==> config.mk <==
export PLATFORM = sky130hd
export DESIGN_NAME = mask_streamer
export DESIGN_NICKNAME = d
export VERILOG_FILES = /design/src/rtl/mask_streamer_pkg.sv /design/src/rtl/mask_word_shifter.sv /design/src/rtl/mask_streamer.sv
export SDC_FILE = /design/constraint.sdc
export NUM_CORES = 1
export LEC_CHECK = 0
export CORE_MARGIN = 5
export CORE_UTILIZATION = 65
export DETAILED_ROUTE_END_ITERATION = 6
export PLACE_DENSITY_LB_ADDON = 0.05
export SLEW_MARGIN = 0
export SYNTH_ARGS = -nofsm -noshare
export SYNTH_HDL_FRONTEND = slang
export SYNTH_SLANG_ARGS = --single-unit
export TNS_END_PERCENT = 30
==> constraint.sdc <==
create_clock -name clock -period 22.1 [get_ports clock]
set_clock_uncertainty 0.05 [all_clocks]
set_input_delay 4.42 -clock clock [delete_from_list [all_inputs] [get_ports clock]]
set_output_delay 4.42 -clock clock [all_outputs]
set_load 0.02 [all_outputs]
==> src/rtl/mask_streamer_pkg.sv <==
// Shared types and constants for the mask streamer.
// Optional build macro: MASK_STREAMER_READY_EN (adds out_ready).
package mask_streamer_pkg;

  localparam int WORD_BITS = 32;
  localparam int IDX_W     = 5;
  localparam int GAP_W     = 4;

  typedef enum logic [1:0] {
    IDLE,
    FETCH,
    STREAM,
    FINISH
  } state_t;

endpackage

==> src/rtl/mask_word_shifter.sv <==
// Current word plus one-word prefetch buffer.
// Hands out one mask bit per shift, LSB first.
module mask_word_shifter
  import mask_streamer_pkg::*;
(
  input  logic                 clock,
  input  logic                 reset_n,
  input  logic                 clear,
  input  logic                 load,
  input  logic [WORD_BITS-1:0] data,
  input  logic                 shift,
  output logic                 pixel,
  output logic                 avail,
  output logic                 first
);

  logic [WORD_BITS-1:0] cur;
  logic [WORD_BITS-1:0] pf;
  logic                 cur_v;
  logic                 pf_v;
  logic [IDX_W-1:0]     idx;
  logic                 last_bit;

  assign last_bit = (idx == '1);
  assign pixel    = cur[idx];
  assign avail    = cur_v;
  assign first    = (idx == '0);

  always_ff @(posedge clock) begin
    if (!reset_n || clear) begin
      cur   <= '0;
      pf    <= '0;
      cur_v <= 1'b0;
      pf_v  <= 1'b0;
      idx   <= '0;
    end else begin
      if (shift) begin
        idx <= idx + 1'b1;
        if (last_bit) begin
          cur   <= pf;
          cur_v <= pf_v;
          pf_v  <= 1'b0;
        end
      end
      // Arriving word fills the current slot if it is (about to be) empty
      if (load) begin
        if (!cur_v || (shift && last_bit && !pf_v)) begin
          cur   <= data;
          cur_v <= 1'b1;
        end else begin
          pf    <= data;
          pf_v  <= 1'b1;
        end
      end
    end
  end

endmodule

==> src/rtl/mask_streamer.sv <==
// Streams a packed binary mask from memory as paced pixel strobes.
// Optional build macro: MASK_STREAMER_READY_EN (adds out_ready).
module mask_streamer
  import mask_streamer_pkg::*;
#(
  parameter int ADDR_W = 16,
  parameter int GAP    = 1
) (
  input  logic              clock,
  input  logic              reset_n,
  input  logic              start,
  input  logic [15:0]       width,
  input  logic [15:0]       height,
  output logic              mem_rd,
  output logic [ADDR_W-1:0] mem_addr,
  input  logic              mem_valid,
  input  logic [31:0]       mem_rdata,
  output logic              out_write,
  output logic              out_pixel,
  output logic              out_busy,
  output logic              out_done
`ifdef MASK_STREAMER_READY_EN
  ,
  input  logic              out_ready
`endif
);

  state_t           state;
  logic [31:0]      total;
  logic [31:0]      cnt;
  logic [31:0]      word_cnt;
  logic [26:0]      n_words;
  logic             outstanding;
  logic             req_pend;
  logic             wr_q;
  logic             pix_q;
  logic [GAP_W-1:0] gap_cnt;
  logic             rdy;
  logic             fire;
  logic             load;
  logic             emit;
  logic             sh_pixel;
  logic             sh_avail;
  logic             sh_first;
  logic             accept;

`ifdef MASK_STREAMER_READY_EN
  assign rdy = out_ready;
`else
  assign rdy = 1'b1;
`endif

  assign fire      = wr_q & rdy;
  assign out_write = fire;
  assign out_pixel = pix_q;
  assign load      = mem_valid & outstanding;
  assign accept    = (state == IDLE) & start;
  assign n_words   = total[31:5]
                   + {26'b0, |total[4:0]};
  assign emit      = (state == STREAM)
                   && (cnt != total)
                   && sh_avail
                   && (gap_cnt == '0)
                   && !wr_q;

  mask_word_shifter u_shifter (
    .clock   (clock),
    .reset_n (reset_n),
    .clear   (accept),
    .load    (load),
    .data    (mem_rdata),
    .shift   (emit),
    .pixel   (sh_pixel),
    .avail   (sh_avail),
    .first   (sh_first)
  );

  always_ff @(posedge clock) begin
    if (!reset_n) begin
      state       <= IDLE;
      total       <= '0;
      cnt         <= '0;
      word_cnt    <= '0;
      outstanding <= 1'b0;
      req_pend    <= 1'b0;
      wr_q        <= 1'b0;
      pix_q       <= 1'b0;
      gap_cnt     <= '0;
      mem_rd      <= 1'b0;
      mem_addr    <= '0;
      out_busy    <= 1'b0;
      out_done    <= 1'b0;
    end else begin
      mem_rd <= 1'b0;
      if (load)
        outstanding <= 1'b0;
      // Low time after a strobe counts from the handshake cycle
      if (fire) begin
        wr_q    <= 1'b0;
        gap_cnt <= GAP_W'(GAP - 1);
      end else if (gap_cnt != '0) begin
        gap_cnt <= gap_cnt - 1'b1;
      end
      unique case (state)
        IDLE: begin
          out_done <= 1'b0;
          if (start) begin
            total    <= 32'(width) * 32'(height);
            cnt      <= '0;
            word_cnt <= '0;
            gap_cnt  <= '0;
            req_pend <= 1'b0;
            if (width == '0 || height == '0) begin
              state    <= FINISH;
              out_done <= 1'b1;
            end else begin
              state    <= FETCH;
              out_busy <= 1'b1;
            end
          end
        end
        FETCH: begin
          mem_rd      <= 1'b1;
          mem_addr    <= '0;
          word_cnt    <= 32'd1;
          outstanding <= 1'b1;
          state       <= STREAM;
        end
        STREAM: begin
          if (emit) begin
            wr_q  <= 1'b1;
            pix_q <= sh_pixel;
            cnt   <= cnt + 1'b1;
            if (sh_first && word_cnt < {5'b0, n_words})
              req_pend <= 1'b1;
          end
          if (req_pend) begin
            mem_rd      <= 1'b1;
            mem_addr    <= ADDR_W'(word_cnt);
            word_cnt    <= word_cnt + 1'b1;
            outstanding <= 1'b1;
            req_pend    <= 1'b0;
          end
          if (cnt == total && (fire || !wr_q)) begin
            state    <= FINISH;
            out_done <= 1'b1;
            out_busy <= 1'b0;
          end
        end
        FINISH: begin
          out_done <= 1'b0;
          state    <= IDLE;
        end
      endcase
    end
  end

endmodule
; ---- After elaboration in Yosys (flattened, before gate mapping)
; Index checks and enable logic that the tools add are counted.
[word_totals]
regBits = 196
wordCells = 124
output_inout_bits = 21
[op_classes]
order_cmp = 2
add_sub_neg = 5
n_reduce_logical = 36
mul = 1
muxes = 48
eq_ne = 11
bitwise_logic = 3
[op_table]
columns = op, count
row1 = 32-bit 2-to-1 mux, 7
row2 = 32-bit one-hot mux with 3 select lines, 1
row3 = "32-bit by 1-bit adder with 32-bit output, second input constant", 2
row4 = 32-bit one-hot mux with 2 select lines, 1
row5 = 32-bit == test, 1
row6 = 16-bit logical NOT, 2
row7 = 32-bit by 27-bit less-than comparator with 1-bit output, 1
row8 = 16-bit by 16-bit multiplier with 32-bit output, 1
row9 = 32-bit != test, 1
row10 = 16-bit one-hot mux with 2 select lines, 1
row11 = 27-bit by 1-bit adder with 27-bit output, 1
row12 = 1-bit 2-to-1 mux, 23
row13 = 16-bit 2-to-1 mux, 1
row14 = 4-bit 2-to-1 mux, 4
row15 = 2-bit AND reduction, 8
row16 = 1-bit one-hot mux with 2 select lines, 4
row17 = 2-bit one-hot mux with 4 select lines, 1
row18 = 1-bit logical AND, 7
row19 = "5-bit by 6-bit less-than comparator with 1-bit output, second input constant", 1
row20 = 2-bit 2-to-1 mux, 3
row21 = "2-bit != test, second input constant", 3
row22 = 3-bit AND reduction, 2
row23 = 3-bit nonzero test, 2
row24 = "5-bit by 1-bit adder with 5-bit output, second input constant", 1
row25 = other kinds (18), 27

; ---- Depth between registers and ports, before layout
[logic_depth]
depth_word = 10
depth_mapped = 23

; ---- By module
; A second synthesis with hierarchy kept.
[hier_totals]
hier_cells = 2159
hier_area_um2 = 18243.7
[by_module_without_submodules]
columns = module, area_per_inst_um2, cells_per_inst, instances
row1 = mask_streamer, 15058.2, 1767, 1
row2 = mask_word_shifter, 3185.6, 392, 1

; ---- Worst setup path before layout
; OpenSTA, ideal clock, no wires.
[synth_path]
path_type = input port to flip-flop
start = input port height[9]
end = register total[25]
path_slack_ns = 11.716
t_required_ns = 21.971
stages = 23
setup_time_ns = 0.079
arrival_time_ns = 10.255
n_path_buf = 3
path_cell_list = clkbuf_1 > clkbuf_1 > nand2_1 > fa_1 > inv_1 > fa_1 > inv_1 > fa_1 > inv_1 > fa_1 > fa_1 > inv_1 > fa_1 > inv_1 > ha_1 > clkbuf_1 > nand4_1 > a211oi_1 > a32oi_2 > o21ai_1 > a21boi_1 > or4_1 > o211ai_1
[synth_via]
elab_chain_len = 1
[synth_lines]
columns = item, line
row1 = "start, declared", mask_streamer.sv:13  ; input logic [15:0] height,
row2 = 16-bit by 16-bit multiplier with 32-bit output, mask_streamer.sv:108  ; total <= 32'(width) * 32'(height);
row3 = "end signal, assigned", mask_streamer.sv:108
row4 = "end, declared", mask_streamer.sv:29  ; logic [31:0] total;
; Every way passes these cells.
; A chain may end at the register's enable or synchronous reset.

; ---- Worst setup path after layout
[layout_path]
start = input port height[5]
end = register total[31]
; Same word-level chain as after synthesis.

==> flow_summary_export.csv <==
group,metric,value,unit
status,run_status,"complete, no violations",
logic_synthesis,syn_avg_cell_area,8.82,µm²
worst_setup_path,cpMostUsedCell,"fa_1",
sta,period_needed,10.73,ns
worst_setup_path,worst-path-buf-inv,5,
worst_setup_path,r2r_setup_slack,17.62,ns
logic_synthesis,ys_seq_area_share,21.2,%
sta,min_period_over_period,48.6,%
logic_synthesis,synth_cells,2099,
routing,drt-total-wl,46.1,mm
worst_setup_path,worstSetupStartpointType,"input port",
clock_network,cts_buffer_depth,2,
placement,place.gp.congestion,0.910,
logic_synthesis,synth_cell_type_count,85,
floorplanning,die_area,32000,µm²
sta,max_freq,0.0932,GHz
power,p_per_area,135,nW/µm²
clock_network,cts_sinks,196,
worst_setup_path,crit_path_max_incr_delay,0.82,ns
logic_synthesis,synth.cell_area,18500,µm²
worst_setup_path,path_class,"input port to flip-flop",
floorplanning,start_util,66.3,%
cells_and_area,drive_gt1_share,4.46,%
sta,tightest_slew,1.20,ns
logic_synthesis,ys_ff_latch,196,
floorplanning,std_cell_rows,61,
sta,drv_slew,0,
logic_synthesis,synthTopCellsByArea,"dfxtp_1 21%, fa_1 21%, ha_1 9.6%",
logic_synthesis,syn_nets,2503,
worst_setup_path,critPathSlowestCell,"clkdlybuf4s50_1",
sta,finalSetupViolCount,0,
placement,pre_cts_ws,10.94,ns
sta,final_hold_viol_count,0,
global_route,grt_use_total,30.0,%
logic_synthesis,synth_edf_count,0,
sta,relSlewSlack,20.1,%
floorplanning,die_w,179,µm
global_route,grt_pass1_vias,14914,
floorplanning,die_height,179,µm
routing,drtPass1Iterations,5,
sta,setup_ws,11.37,ns
worst_setup_path,worstPathCellList,"clkdlybuf4s50_1 > and2_1 > fa_1 > inv_1 > fa_1 > fa_1 > inv_1 > fa_1 > fa_1 > inv_1 > fa_1 > inv_1 > ha_1 > a2111oi_0 > o21ai_0 > a32oi_2 > o311ai_1 > o41ai_1 > xnor2_1 > o21ai_0",
routing,wl_per_cell,18.4,µm
worst_setup_path,reg2reg_from,"total[2]",
clock_network,root_buffer,"clkbuf_16",
logic_synthesis,netlist.area_leader.share,21.2,%
power,irDropWorstVdd,0.142,mV
routing,drc,0,
sta,rsz0062_at_grt,"no",
power,leakage,8.91,nW
worst_setup_path,endpoint_kind,"flip-flop",
cells_and_area,layout_common_cells,"258 x nand2_1, 249 x inv_1, 196 x dfxtp_1",
routing,drtIter0Drc,1017,
clock_network,post-cts-setup-buffer-count,0,
clock_network,htreeDepth,4,
worst_setup_path,r2r_cells,16,
floorplanning,ioPinCount,89,
cells_and_area,diodes,0,
worst_setup_path,critPathRequiredTime,22.38,ns
floorplanning,core,27900,µm²
min_path,hold_path_class,"flip-flop to flip-flop",
global_route,grt_pass1_wl,76.8,mm
logic_synthesis,yosys.area.top_type,"dfxtp_1",
placement,hpwlAfterDp,35.1,mm
worst_setup_path,r2r_end,"req_pend",
clock_network,hold_buffers,0,
cells_and_area,fin_nets,2521,
worst_setup_path,worstPathArrival,11.01,ns
sta,tns,0,ns
clock_network,cts_buffers,17,
worst_setup_path,cpLargestDelayFamily,"adder cells",
global_route,grt_max_degree,76,
clock_network,cts-resized-gates,0,
global_route,grt-ovfl-total,0,
clock_network,cts_tree,"yes",
global_route,antenna_found_initial,0,
logic_synthesis,synthFlopType,"dfxtp_1",
routing,ant_nets,0,
cells_and_area,mostFrequentLayoutCell,"nand2_1",
job,cap_violations,0,
worst_setup_path,cp_max_fo,17,
min_path,worstHoldPathCells,2,
clock_network,clk_pin_slew,0.07,ns
min_path,holdCritStartpoint,"total[1]",
logic_synthesis,yosys_warnings,0,
placement,io_buffers,88,
logic_synthesis,ys_async_sr_fraction,0,%
power,power,2.71,mW
cells_and_area,nFillCells,2225,
min_path,min_to,"total[1]",
cells_and_area,syn_to_final_growth,8.44,%
routing,num_vias,14757,
routing,via_per_inst,5.88,
clock_network,worstSkewPairLatency,0.46,ns
-- where the power goes --
group | switching, mW | leakage, nW | internal [mW] | total (mW)
logic | 1.19 | 7.05 | 0.798 | 1.99
registers | 0.0344 | 1.58 | 0.383 | 0.417
clock network | 0.153 | 0.273 | 0.150 | 0.303
-- worst max-delay path by stage --
stage	startpoint	to	slack, ns	cells past startpoint
after floorplan	height[9]	total[25]	11.72	23
after global placement	height[6]	total[22]	11.05	20
after detailed placement	height[6]	total[31]	10.94	20
after CTS	height[6]	total[31]	11.41	20
after global routing	height[6]	total[31]	11.01	20
final	height[5]	total[31]	11.37	20
-- synth_stat cells (all sizes together) (10+ instances only) --
master,number
mux4,10
nand3,37
nor3,22
nand2b,10
inv,250
a211oi,46
buf,18
nor4,16
dfxtp,196
nand2,259
xnor2,69
or3,11
a31oi,10
a21o,15
and3,27
clkbuf,80
a21oi,70
xor2,47
a31o,10
and2,122
nor2,179
fa,194
ha,142
a22oi,18
mux2i,72
nand4,31
o21ai,41
-- metrics by stage --
step                instances  cell area, µm²  hold WS (ns)  utilization [%]
global placement         2476           19500         0.420             69.9
detailed placement       2476           19500         0.433             69.9
finish                   2508           20100         0.440             71.9
CTS                      2508           20100         0.443             71.9
floorplan                2099           18500         0.409                -
global route             2508           20100         0.460             71.9
-- state kept, by name, summed over array words and instances, names as in the netlist --
signal and flops:
cnt 32, total 32, u_shifter.cur 32, u_shifter.pf 32, word_cnt 32, mem_addr 16
u_shifter.idx 5, gap_cnt 4, state 2, mem_rd 1, out_busy 1, out_done 1
out_pixel 1, out_write 1, outstanding 1, req_pend 1, u_shifter.avail 1, u_shifter.pf_v 1
-- cell families after synthesis --
kind of cell / synth area share (%)
xor gates and xnor gates: 5.48
buffers and inverters: 7.52
AOI/OAI and AO/OA: 10.5
adders and majority gates: 30.6
DFF: 21.2
muxes: 5.23
and+or+nand+nor: 19.6
-- metal layers --
layer  track usage [%]  routed length, µm  vias up
li1                  -                  -     6974
met1              41.2              20500     7169
met2              47.4              21000      514
met3              6.14               2940      100
met4              10.8               1630        0
met5                 0                  0        -
-- cell type report --
cell class                      instances  area (µm²)  share of cell area, %
Multi-Input combinational cell       1555       13200                   65.9
Inverter                              250         938                   4.67
Clock inverter                         14         139                  0.691
Clock buffer                           18         429                   2.14
Sequential cell                       196        3920                   19.5
Timing Repair Buffer                   97         948                   4.72
Tap cell                              378         473                   2.35
-- worst reg2reg max path, stage by stage (launching register included) --
cell	delay, ns
dfxtp_1	0.39
nor3_1	0.06
nand2_1	0.08
ha_1	0.19
ha_1	0.19
nand3_1	0.15
nor3_1	0.55
and2_1	0.33
nand3_1	0.12
xor2_1	0.22
ha_1	0.27
or4_1	0.41
nor4b_1	0.53
nand4_1	0.16
a211oi_1	0.27
a32oi_1	0.13
a311oi_1	0.28
(Power assumes the default switching activity.)
